$ cat src/rtl/seg_pkg.sv
// Shared constants and types for the seven-segment scan controller.
package seg_pkg;

  localparam int NUM_DIGITS = 4;
  localparam logic [6:0] SEG_OFF = 7'h7F;
  localparam logic [3:0] AN_OFF  = 4'hF;

  typedef logic [1:0] digit_idx_t;

  // Active-low segment patterns, bit0 = a ... bit6 = g, glyphs 0-9 A b C d E F.
  localparam logic [6:0] HEX_SEG [16] = '{
    7'h40, 7'h79, 7'h24, 7'h30, 7'h19, 7'h12, 7'h02, 7'h78,
    7'h00, 7'h10, 7'h08, 7'h03, 7'h46, 7'h21, 7'h06, 7'h0E
  };

endpackage

$ cat src/rtl/hex_to_seg.sv
// Combinational hex nibble to active-low seven-segment pattern.
module hex_to_seg
  import seg_pkg::*;
(
  input  logic [3:0] nibble,
  output logic [6:0] seg
);

  assign seg = HEX_SEG[nibble];

endmodule

$ cat src/rtl/seg_scan_ctrl.sv
// Four-digit seven-segment scan controller with frame-synchronous double buffering.
// Optional leading-zero suppression: define SEG_LEADING_ZERO_BLANK_EN.
module seg_scan_ctrl
  import seg_pkg::*;
#(
  parameter int CLK_DIV = 100000,
  parameter int W       = 4
) (
  input  logic                      clk,
  input  logic                      rst_n,
  input  logic                      load,
  input  logic [NUM_DIGITS*W-1:0]   digits_in,
  input  logic [NUM_DIGITS-1:0]     dp_in,
  input  logic [NUM_DIGITS-1:0]     blank_in,
  output logic                      load_ack,
  output logic [1:0]                digit_sel,
  output logic                      frame_tick,
  output logic [NUM_DIGITS-1:0]     an,
  output logic [6:0]                seg,
  output logic                      dp
);

  localparam int CW = (CLK_DIV > 1) ? $clog2(CLK_DIV) : 1;

  logic [CW-1:0]                cnt;
  logic                         tick;
  logic                         wrap;
  logic                         commit;
  digit_idx_t                   sel_next;

  logic                         pend_valid;
  logic [NUM_DIGITS*W-1:0]      pend_digits, act_digits, nxt_digits;
  logic [NUM_DIGITS-1:0]        pend_dp, act_dp, nxt_dp;
  logic [NUM_DIGITS-1:0]        pend_blank, act_blank, nxt_blank;
  logic [NUM_DIGITS-1:0]        lz;

  logic [W-1:0]                 cur_digit;
  logic [6:0]                   hex_seg;
  logic [6:0]                   seg_next;
  logic                         dp_next;
  logic [NUM_DIGITS-1:0]        an_next;

  assign tick     = (cnt == CW'(CLK_DIV - 1));
  assign wrap     = tick && (digit_sel == 2'd3);
  assign commit   = wrap && pend_valid;
  assign sel_next = digit_sel + 2'd1;

  // Display path looks at the buffer as it will be after this edge, so a
  // committed frame shows starting with its own digit 0.
  assign nxt_digits = commit ? pend_digits : act_digits;
  assign nxt_dp     = commit ? pend_dp     : act_dp;
  assign nxt_blank  = commit ? pend_blank  : act_blank;

  assign cur_digit = nxt_digits[sel_next*W +: W];

`ifdef SEG_LEADING_ZERO_BLANK_EN
  always_comb begin
    lz    = '0;
    lz[3] = (nxt_digits[4*W-1:3*W] == '0);
    lz[2] = lz[3] && (nxt_digits[3*W-1:2*W] == '0);
    lz[1] = lz[2] && (nxt_digits[2*W-1:W] == '0);
  end
`else
  assign lz = '0;
`endif

  hex_to_seg u_hex_to_seg (
    .nibble (4'(cur_digit)),
    .seg    (hex_seg)
  );

  assign seg_next = (nxt_blank[sel_next] || lz[sel_next]) ? SEG_OFF : hex_seg;
  assign dp_next  = nxt_blank[sel_next] | ~nxt_dp[sel_next];
  assign an_next  = ~(4'b0001 << sel_next);

  // load is a bare one-cycle strobe (always accepted, last write wins);
  // load_ack pulses once, on the wrap edge where the pending buffer goes active.
  always_ff @(posedge clk or negedge rst_n) begin
    if (!rst_n) begin
      cnt         <= '0;
      digit_sel   <= 2'd3;
      pend_valid  <= 1'b0;
      pend_digits <= '0;
      pend_dp     <= '0;
      pend_blank  <= '0;
      act_digits  <= '0;
      act_dp      <= '0;
      act_blank   <= '0;
      an          <= AN_OFF;
      seg         <= SEG_OFF;
      dp          <= 1'b1;
      load_ack    <= 1'b0;
      frame_tick  <= 1'b0;
    end else begin
      load_ack   <= 1'b0;
      frame_tick <= 1'b0;
      cnt        <= tick ? '0 : cnt + 1'b1;

      if (load) begin
        pend_digits <= digits_in;
        pend_dp     <= dp_in;
        pend_blank  <= blank_in;
      end

      if (load)
        pend_valid <= 1'b1;
      else if (commit)
        pend_valid <= 1'b0;

      if (tick) begin
        digit_sel  <= sel_next;
        an         <= an_next;
        seg        <= seg_next;
        dp         <= dp_next;
        frame_tick <= wrap;
        load_ack   <= commit;
        act_digits <= nxt_digits;
        act_dp     <= nxt_dp;
        act_blank  <= nxt_blank;
      end
    end
  end

endmodule
$ cat config.mk
export PLATFORM = sky130hd
export DESIGN_NAME = seg_scan_ctrl
export DESIGN_NICKNAME = d
export VERILOG_FILES = /design/src/rtl/seg_pkg.sv /design/src/rtl/hex_to_seg.sv /design/src/rtl/seg_scan_ctrl.sv
export SDC_FILE = /design/constraint.sdc
export NUM_CORES = 1
export LEC_CHECK = 0
export ABC_AREA = 1
export CAP_MARGIN = 10
export CORE_MARGIN = 5
export CORE_UTILIZATION = 55
export CTS_CLUSTER_SIZE = 30
export DETAILED_ROUTE_END_ITERATION = 10
export GPL_ROUTABILITY_DRIVEN = 0
export GPL_TIMING_DRIVEN = 1
export PLACE_DENSITY_LB_ADDON = 0.1
export SLEW_MARGIN = 10
export SYNTH_ARGS = -nofsm -noshare
export SYNTH_HDL_FRONTEND = slang
export SYNTH_SLANG_ARGS = --single-unit
$ cat constraint.sdc
create_clock -name clk -period 2.6 [get_ports clk]
set_input_delay 0.39 -clock clk [delete_from_list [all_inputs] [get_ports clk]]
set_output_delay 0.39 -clock clk [all_outputs]
set_load 0.01 [all_outputs]
==> metrics.txt, run 1 <==
Peak VDD IR=0.312 mV; PnR Total Power=0.00252 W; Max-Cap Viols=0; Post-synth EDFFs=0; Post-DP Area=4710 um^2; asr flop ratio synth=1.00; clk sinks=82; core area=7290 um^2; clock power share=0.428; crit path max fanout=7; Post-Syn Area=roughly 4200 um^2; clock tree buffer depth=2; initial antenna violation count=0; via count=3383; Switch Pwr=0.000534 W; FP Rows=31; die area=between 9000 and 10000 um^2; post-synthesis sequential area ratio=0.497; 1st-iter DRT viols=200; cell accounting for the most synthesized area=dfrtp_1; placed instance count=about 630; Arrival @ worst endpoint=2.73 ns; YS warnings=0; DRT Wirelength=9010 um; Reg power frac=0.527; Worst Tran Pin Value=~0.58 ns; clock skew=0.00896 ns; Comb pwr share=0.045; max-slew violations=0; Worst setup SP type=flip-flop; first-pass GRT wire length=roughly 15000 um; Slew Limit Headroom=0.615; Synth Instances=496; non-filler cells, final=between 600 and 700; worst-skew pair later-pin latency=between 0.3 and 0.4 ns; clock root buffer=clkbuf_8; htree depth=3; Post-Syn Area per Cell=approximately 8.4 um^2; min Tclk post-route=2.44 ns; area delta synth->final=22.2%; total CTS buffers=9; Final period util=0.937; Worst Hold Class=in2async; Yosys top cell area share=0.409; Remaining Overflow, GRT=0; CTS tree=built; ant diodes=0; Port-buffer cells=42; Worst EP required=2.89 ns; LEAKAGE=2.51 nW; final hold vios=0; Initial DRT Pass Iterations=4; maximum clock rate=0.410 GHz; fin area=5080 um^2; syn_nets=534; Sw Ratio=0.212; Post-synth top flop=dfrtp_1; gr usage total=0.194; FF+latch count, synth=82; Synth area leaders=dfrtp_1 (41%), nand2_1 (13%), dfstp_2 (8.8%); Power Dens Cells=496 nW/um^2; cts-stage hold buffer count=0; Worst Setup Path Type=reg2reg; nets@finish=589; Critical Path End Type=flip-flop; Internal Power=0.00198 W; layout cell share with drive strength beyond 1=0.196; die width=97.0 um; largest net degree at the start of global routing=45; endpoints failing setup=0; Antenna Nets Post-Route=0; vias in the first global route=3273; die span in y=97.0 um; drt drc=0; Starting Density=0.571; Clock transition at path regs=0.08 ns; Vias/cell=5.16; status=finished clean; Routed wire per std cell=roughly 14 um; synth unique cells=36; DP Wirelength=6200 um; IO Pins=43
registers in the layout (all words and copies together) (netlist names):
signal,count
seg,7
act_digits,16
pend_digits,16
cnt,17
an,4
act_dp,4
act_blank,4
pend_valid,1
dp,1
load_ack,1
pend_blank,4
pend_dp,4
frame_tick,1
digit_sel,2
stage by stage:
stage	TNS [ns]	hold WS (ns)	setup slack [ns]	util
final	0	0.0320	0.163	0.697
after global routing	-0.129	0.0733	-0.0474	0.697
after CTS	0	0.0430	0.0534	0.679
after detailed placement	-0.105	0.426	-0.0488	0.646
after global placement	0	0.428	0.0522	0.646
after floorplan	0	0.0944	0.148	-
path summary, 6_finish.rpt:
| kind | start | endpoint | slack [ns] | cells after the start |
|---|---|---|---|---|
| worst max register to register | digit_sel[1] | seg[0] | 0.16 | 15 |
| worst max-delay path | digit_sel[1] | seg[0] | 0.16 | 15 |
| worst min register to register | cnt[0] | cnt[0] | 0.46 | 1 |
| worst min-delay path | rst_n | cnt[10] | 0.03 | 1 |
| min in group clk | cnt[0] | cnt[0] | 0.46 | 1 |
| max in group asynchronous | rst_n | digit_sel[0] | 1.90 | 2 |
layer usage:
metal	GRT usage	part of all wire	vias up
met3	0.0331	0.046	10
met5	0	0	-
li1	-	-	1685
met2	0.317	0.49	75
met4	0.0788	0.016	0
met1	0.255	0.45	1613
synthesized netlist by cell type (3+ instances only):
library cell  instances
nand3_4               3
nor2_2                6
o21ai_0              26
inv_2                 8
nand2_1             148
clkbuf_1              9
or2_2                 3
o21a_1                4
dfrtp_1              68
nand3_2               6
buf_6                 4
inv_1                54
nand4_1              11
nor3_1                3
nor2_1               30
o21ai_1               3
ha_1                 11
nand2_2              10
nand3_1              39
a21oi_1              12
dfstp_2              14
xor2_1                3
power groups by stage:
| stage | logic, W | registers, W | clock network, W |
|---|---|---|---|
| 5_1_grt | 0.000132 | 0.00133 | 0.00115 |
| 3_5_place_dp | 0.000118 | 0.00135 | 0 |
| 4_1_cts | 0.000118 | 0.00133 | 0.00110 |
| 2_1_floorplan | 0.0000390 | 0.00135 | 0 |
| 3_3_place_gp | 0.000115 | 0.00135 | 0 |
| 6_report | 0.000114 | 0.00133 | 0.00108 |
cell families (layout without fill, tap and decap cells):
group	after synthesis	after routing	synth area share
xor+xnor	4	4	0.00842
simple gates	267	268	0.306
flops	82	82	0.497
fa+ha+maj	11	11	0.0331
compound gates	53	53	0.0743
buf+inv	79	138	0.0803
timing repair:
| action | in CTS | in global routing |
|---|---|---|
| resized for setup | 1 | 20 |
| setup buffers | 0 | 5 |
| gates cloned | 0 | 1 |
| pin swaps | 0 | 5 |
| endpoints found under the setup margin | 5 | 7 |
placed cells by master (no fill, tap or decap), drive strengths merged:
master	instances
a21boi	1
a21oi	13
and2	1
buf	17
bufinv	2
clkbuf	13
clkdlybuf4s50	41
clkinv	2
dfrtp	68
dfstp	14
ha	11
inv	63
nand2	160
nand3	48
nand4	14
nor2	39
nor3	3
o211ai	4
o21a	4
o21ai	31
or2	3
xnor2	1
xor2	3
final cells by class:
class                      instances  area [um^2]
multi-input combinational        336         1850
tap                               99          124
sequential                        82         2070
fill                             635         2210
clock buffer                      13          169
clock inverter                     3         68.8
inverter                          64          248
timing repair buffer              58          554
critical path, stage by stage (launching register included):
cell	delay [ns]
dfstp_2	0.58
ha_1	0.39
nand4_4	0.25
inv_4	0.13
nand2_1	0.06
nand3_1	0.10
nand2_1	0.07
nand2_1	0.08
nand2_2	0.10
ha_4	0.17
inv_1	0.06
nand3_1	0.10
nand2_1	0.10
nor2_2	0.04
nor2_1	0.11
nor2_1	0.05
Note: power is estimated with default switching activity, not from simulation.
==> run 2: changes to the inputs <==
==> constraint.sdc (replaced) <==
create_clock -name clk -period 2.6 [get_ports clk]
set_input_delay 0.52 -clock clk [delete_from_list [all_inputs] [get_ports clk]]
set_output_delay 0.52 -clock clk [all_outputs]
set_load 0.01 [all_outputs]
==> metrics.txt, run 2 (synthesized netlist as in run 1, its figures left out) <==
status=finished clean (unchanged); total CTS buffers=9 (unchanged); Max-Cap Viols=0 (unchanged); CP max stage delay=0.37 ns (was 0.58 ns); slowest CP cell=dfrtp_1 (was dfstp_2); DP Wirelength=6130 um (was 6200 um); ant diodes=0 (unchanged); Finished Core Util=0.691 (was 0.697); Routed wire per std cell=13.6 um (was 13.8 um); Peak VDD IR=0.276 mV (was 0.312 mV); placed instance count=633 (unchanged); Crit. Startpoint=cnt[0] (was digit_sel[1]); Final period util=0.943 (was 0.937); clk sinks=82 (unchanged); gr usage total=0.194 (about the same); max FFs per register=17 (unchanged); clock root buffer=clkbuf_8 (unchanged); DRT Wirelength=8910 um (was 9010 um); min Tclk post-route=2.45 ns (was 2.44 ns); worst-skew pair later-pin latency=0.35 ns (about the same); Worst setup SP type=flip-flop (unchanged); Power Dens Cells=475 nW/um^2 (was 496 nW/um^2); PnR Total Power=0.00239 W (was 0.00252 W); vias in the first global route=3297 (was 3273); CTS tree=built (unchanged); Setup WS pre-CTS=-0.0662 ns (was -0.0488 ns); most used cell, CP=nand2_2 (was nand2_1); first-pass GRT wire length=15100 um (was 15000 um); final hold vios=0 (unchanged); reg2reg start=cnt[0] (was digit_sel[1]); Clock transition at path regs=0.08 ns (about the same); FP Rows=31 (unchanged); cell breakdown of the critical path=ha_2 > nand2_2 > nor2_4 > nand2_2 > nor2_4 > buf_4 > nand4_4 > nand2_1 > nand3_1 > nand3_2 > nand2_4 > inv_2 > ha_2 > nand2_2 > o21ai_1 > nand2_1 > a21oi_1 (was ha_1 > nand4_4 > inv_4 > nand2_1 > nand3_1 > nand2_1 > nand2_1 > nand2_2 > ha_4 > inv_1 > nand3_1 > nand2_1 > nor2_2 > nor2_1 > nor2_1); commonest non-fill, non-tap cell in the layout=nand2_1 (unchanged); area delta synth->final=21.1% (was 22.2%); crit path max fanout=7 (unchanged); R2R cell count=17 (was 15); clock tree buffer depth=2 (unchanged); via count=3380 (was 3383); Port-buffer cells=42 (unchanged); clock skew=0.00859 ns (was 0.00896 ns); Antenna Nets Post-Route=0 (unchanged); drt drc=0 (unchanged); die area=9400 um^2 (unchanged); Biggest register=cnt (unchanged); nets@finish=588 (was 589); maximum clock rate=0.408 GHz (was 0.410 GHz); min setup slack post-route=0.149 ns (was 0.163 ns); Total Neg Setup Slack=0 ns (unchanged); Worst Hold Class=in2async (unchanged); Worst Tran Pin Value=0.595 ns (was 0.578 ns); 1st-iter DRT viols=170 (was 200); IO Pins=43 (unchanged); endpoints failing setup=0 (unchanged); Worst Setup Path Type=reg2reg (unchanged); largest net degree at the start of global routing=47 (was 45); layout cell share with drive strength beyond 1=0.193 (was 0.196); Initial DRT Pass Iterations=4 (unchanged); die width=97.0 um (unchanged); core area=7290 um^2 (unchanged); Starting Density=0.571 (unchanged); htree depth=3 (unchanged); Arrival @ worst endpoint=2.74 ns (was 2.73 ns); initial antenna violation count=0 (unchanged); most frequent cells in the layout=nand2_1 (143), dfrtp_1 (68), inv_1 (53) (was nand2_1 (142), dfrtp_1 (68), inv_1 (53)); Remaining Overflow, GRT=0 (unchanged); die span in y=97.0 um (unchanged); non-filler cells, final=653 (was 655); LEAKAGE=2.48 nW (was 2.51 nW); Vias/cell=5.18 (was 5.16); Critical Path End Type=flip-flop (unchanged); Reg-to-Reg End=seg[5] (was seg[0]); max-slew violations=0 (unchanged); Slew Limit Headroom=0.601 (was 0.615); Largest regs=cnt: 17 flops, act_digits: 16 flops, pend_digits: 16 flops (unchanged); R2R Setup Slk=0.15 ns (was 0.16 ns); cts-stage hold buffer count=0 (unchanged); Worst EP required=2.89 ns (about the same); CP endpoint=seg[5] (was seg[0])
==> run 2: worst min path at each step <==
stage / start / to / slack (ns)
global route: rst_n / cnt[8] / 0.16
CTS: rst_n / cnt[10] / 0.14
global placement: cnt[0] / cnt[0] / 0.44
detailed placement: act_blank[2] / act_blank[2] / 0.46
floorplan: rst_n / act_blank[0] / 0.22
finish: rst_n / cnt[10] / 0.13
==> run 2: repair_timing <==
item                                    in CTS  in global routing
hold endpoints to repair                     0                  0
gates resized for setup                      1                 19
endpoints found under the setup margin       7                  7
buffers inserted                             0                  4
pin swaps                                    0                  6
gates cloned                                 0                  1
==> run 2: power by group <==
group,total [W],switching [W],internal (W)
Clock,0.000952,0.000436,0.000517
Combinational,0.000114,0.0000616,0.0000524
Sequential,0.00133,0.0000196,0.00131
Total,0.00239,0.000517,0.00188
==> run 2: area by class of cell <==
| cell class | count | area (um^2) |
|---|---|---|
| Fill cell | 615 | 2250 |
| Tap cell | 99 | 124 |
| Inverter | 64 | 248 |
| Timing Repair Buffer | 57 | 543 |
| Multi-Input combinational cell | 336 | 1850 |
| Clock buffer | 13 | 169 |
| Sequential cell | 82 | 2070 |
| Clock inverter | 2 | 35.0 |
==> run 2: metrics by stage <==
step | area (um^2) | hold WS (ns)
2_1_floorplan | 4160 | 0.224
3_3_place_gp | 4710 | 0.443
3_5_place_dp | 4710 | 0.456
4_1_cts | 4920 | 0.142
5_1_grt | 5040 | 0.160
6_report | 5040 | 0.126
==> run 2: worst max-delay path, delay by kind of cell (launching register included) <==
kind                     cells  cell delay [ns]
buffers and inverters        2             0.25
AO/OA/AOI/OAI                2             0.23
flip-flops                   1             0.37
adder cells (fa/ha/maj)      2             0.39
AND/OR/NAND/NOR             11             1.14
==> run 2: routing by layer <==
| layer | up-vias | global-route usage | share of wire |
|---|---|---|---|
| li1 | 1677 | - | - |
| met1 | 1604 | 0.256 | 0.45 |
| met2 | 84 | 0.315 | 0.49 |
| met3 | 15 | 0.0432 | 0.049 |
| met4 | 0 | 0.0691 | 0.016 |
| met5 | - | 0 | 0 |
==> run 3: changes to the inputs <==
--- a/config.mk
+++ b/config.mk
@@ -7,14 +7,12 @@
 export LEC_CHECK = 0
 export ABC_AREA = 1
 export CAP_MARGIN = 10
-export CORE_MARGIN = 5
 export CORE_UTILIZATION = 55
 export CTS_CLUSTER_SIZE = 30
 export DETAILED_ROUTE_END_ITERATION = 10
 export GPL_ROUTABILITY_DRIVEN = 0
 export GPL_TIMING_DRIVEN = 1
 export PLACE_DENSITY_LB_ADDON = 0.1
-export SLEW_MARGIN = 10
 export SYNTH_ARGS = -nofsm -noshare
 export SYNTH_HDL_FRONTEND = slang
 export SYNTH_SLANG_ARGS = --single-unit
==> metrics.txt, run 3 (synthesized netlist as in run 1, its figures left out) <==
clk sinks=82 (unchanged); drt drc=0 (unchanged); met2 Use GR=0.410 (was 0.315); die area=7920 um^2 (was 9400 um^2); final hold vios=0 (unchanged); fill count=597 (was 615); endpoints failing setup=0 (unchanged); DRT Wirelength=8940 um (was 8910 um); clock root buffer=clkbuf_8 (unchanged); Hold WS=0.107 ns (was 0.126 ns); CP max stage delay=0.37 ns (about the same); Arrival @ worst endpoint=2.81 ns (was 2.74 ns); vias in the first global route=3151 (was 3297); crit path max fanout=8 (was 7); clock skew=0.00857 ns (was 0.00859 ns); Starting Density=0.571 (unchanged); Vias/cell=5.14 (was 5.18); RSZ-0062 raised after global routing=yes; Reg-to-Reg End=seg[0] (was seg[5]); most frequent cells in the layout=nand2_1 (141), dfrtp_1 (68), inv_1 (53) (was nand2_1 (143), dfrtp_1 (68), inv_1 (53)); Finished Core Util=0.705 (was 0.691); Max-Cap Viols=0 (unchanged); Final period util=0.971 (was 0.943); Worst EP required=2.89 ns (about the same); met1 Resource Use GR=0.330 (was 0.256); GR peak layer=met2 (unchanged); maximum clock rate=0.396 GHz (was 0.408 GHz); critical path's top delay family=simple AND/OR/NAND/NOR gates (unchanged); worst-skew pair later-pin latency=0.35 ns (about the same); max FFs per register=17 (unchanged); Peak VDD IR=0.339 mV (was 0.276 mV); FP Rows=31 (unchanged); commonest non-fill, non-tap cell in the layout=nand2_1 (unchanged); total CTS buffers=9 (unchanged); status=finished clean (unchanged); reg2reg start=cnt[0] (unchanged); htree depth=3 (unchanged); DP Wirelength=6100 um (was 6130 um); Remaining Overflow, GRT=0 (unchanged); R2R Setup Slk=0.08 ns (was 0.15 ns); die width=89.0 um (was 97.0 um); Critical Path End Type=flip-flop (unchanged); Worst Hold Class=in2async (unchanged); area delta synth->final=23.6% (was 21.1%); nets@finish=592 (was 588); Biggest register=cnt (unchanged); layout cell share with drive strength beyond 1=0.218 (was 0.193); via count=3385 (was 3380); Power Dens Cells=462 nW/um^2 (was 475 nW/um^2); initial antenna violation count=0 (unchanged); LEAKAGE=2.51 nW (was 2.48 nW); CTS tree=built (unchanged); 1st-iter DRT viols=225 (was 170); met3 Use GR=0.0360 (was 0.0432); crit path buf inv count=2 (unchanged); cell breakdown of the critical path=ha_2 > nand2_2 > nor2_4 > nand2_2 > nor2_4 > nand4_4 > buf_12 > o211ai_4 > nand2_1 > nand2_1 > nand2_2 > ha_4 > inv_1 > nand3_2 > nand2_1 > nor2_2 > nor2_1 > nor2_1 (was ha_2 > nand2_2 > nor2_4 > nand2_2 > nor2_4 > buf_4 > nand4_4 > nand2_1 > nand3_1 > nand3_2 > nand2_4 > inv_2 > ha_2 > nand2_2 > o21ai_1 > nand2_1 > a21oi_1); R2R cell count=18 (was 17); Slew Limit Headroom=0.660 (was 0.601); clock tree buffer depth=2 (unchanged); Worst setup SP type=flip-flop (unchanged); Routed wire per std cell=13.6 um (about the same); Initial DRT Pass Iterations=5 (was 4); slowest CP cell=dfrtp_1 (unchanged); Port-buffer cells=42 (unchanged); Worst Setup Path Type=reg2reg (unchanged); gr usage total=0.245 (was 0.194); IO Pins=43 (unchanged); die span in y=89.0 um (was 97.0 um); Antenna Nets Post-Route=0 (unchanged); largest net degree at the start of global routing=52 (was 47); first-pass GRT wire length=14700 um (was 15100 um); min Tclk post-route=2.52 ns (was 2.45 ns); Clock transition at path regs=0.09 ns (was 0.08 ns); Largest regs=cnt: 17 flops, act_digits: 16 flops, pend_digits: 16 flops (unchanged); Worst Tran Pin Value=0.506 ns (was 0.595 ns); max-slew violations=0 (unchanged); ant diodes=0 (unchanged); core area=7290 um^2 (unchanged); cts-stage hold buffer count=0 (unchanged)
-- run 3: cell count changes in the layout (fill, tap and decap cells not counted), sizes merged --
cell | previous run | this run
buf | 16 | 21
clkbuf | 13 | 10
clkinv | 3 | 4
clkinvlp | 0 | 3
nand4 | 14 | 13
-- run 3: metal layers --
| metal | share of wire | vias to the layer above |
|---|---|---|
| met5 | 0 | - |
| met4 | 0.021 | 0 |
| met3 | 0.055 | 17 |
| met2 | 0.49 | 95 |
| met1 | 0.44 | 1592 |
| li1 | - | 1681 |
-- run 3: per-stage QoR --
step                worst slack (ns)  instances  cell area, um^2  total power (W)  setup TNS [ns]
finish                        0.0761        658             5140          0.00238               0
global route                 -0.0840        658             5140          0.00247          -0.319
CTS                          0.00995        648             4910          0.00240               0
detailed placement           -0.0940        632             4700          0.00147          -0.221
global placement              0.0459        632             4700          0.00147               0
floorplan                      0.148        496             4160          0.00139               0
-- run 3: where the power goes --
group          switching (W)  internal [W]
combinational      0.0000611     0.0000524
sequential         0.0000207       0.00131
clock               0.000464      0.000470
-- run 3: layout make-up --
class	count	area, um^2	area share
sequential	82	2070	0.402
clock inverter	6	66.3	0.0129
timing repair buffer	62	604	0.117
inverter	64	250	0.0486
tap	99	124	0.0241
multi-input combinational	335	1890	0.368
clock buffer	10	138	0.0268
-- run 3: repair_timing --
item / in CTS / in global routing
endpoints found under the setup margin: 7 / 7
setup buffers: 0 / 10
gates resized for setup: 1 / 33
pin swaps: 0 / 10
endpoints found under the hold margin: 0 / 0
-- run 3: worst reg2reg max path, stage by stage, from the launching register on --
cell and delay [ns]:
dfrtp_1 0.37, ha_2 0.20, nand2_2 0.07, nor2_4 0.14
nand2_2 0.08, nor2_4 0.13, nand4_4 0.17, buf_12 0.21
o211ai_4 0.17, nand2_1 0.10, nand2_1 0.09, nand2_2 0.11
ha_4 0.19, inv_1 0.09, nand3_2 0.09, nand2_1 0.08
nor2_2 0.03, nor2_1 0.09, nor2_1 0.04
-- run 3: how the worst max path moves through the flow --
| stage | slack (ns) | cells after the start | startpoint | endpoint |
|---|---|---|---|---|
| 2_1_floorplan | 0.15 | 15 | digit_sel[0] | seg[3] |
| 3_3_place_gp | 0.05 | 19 | cnt[0] | seg[3] |
| 3_5_place_dp | -0.09 | 19 | cnt[0] | seg[3] |
| 4_1_cts | 0.01 | 19 | cnt[0] | seg[3] |
| 5_1_grt | -0.08 | 19 | cnt[0] | seg[3] |
| 6_report | 0.08 | 18 | cnt[0] | seg[0] |
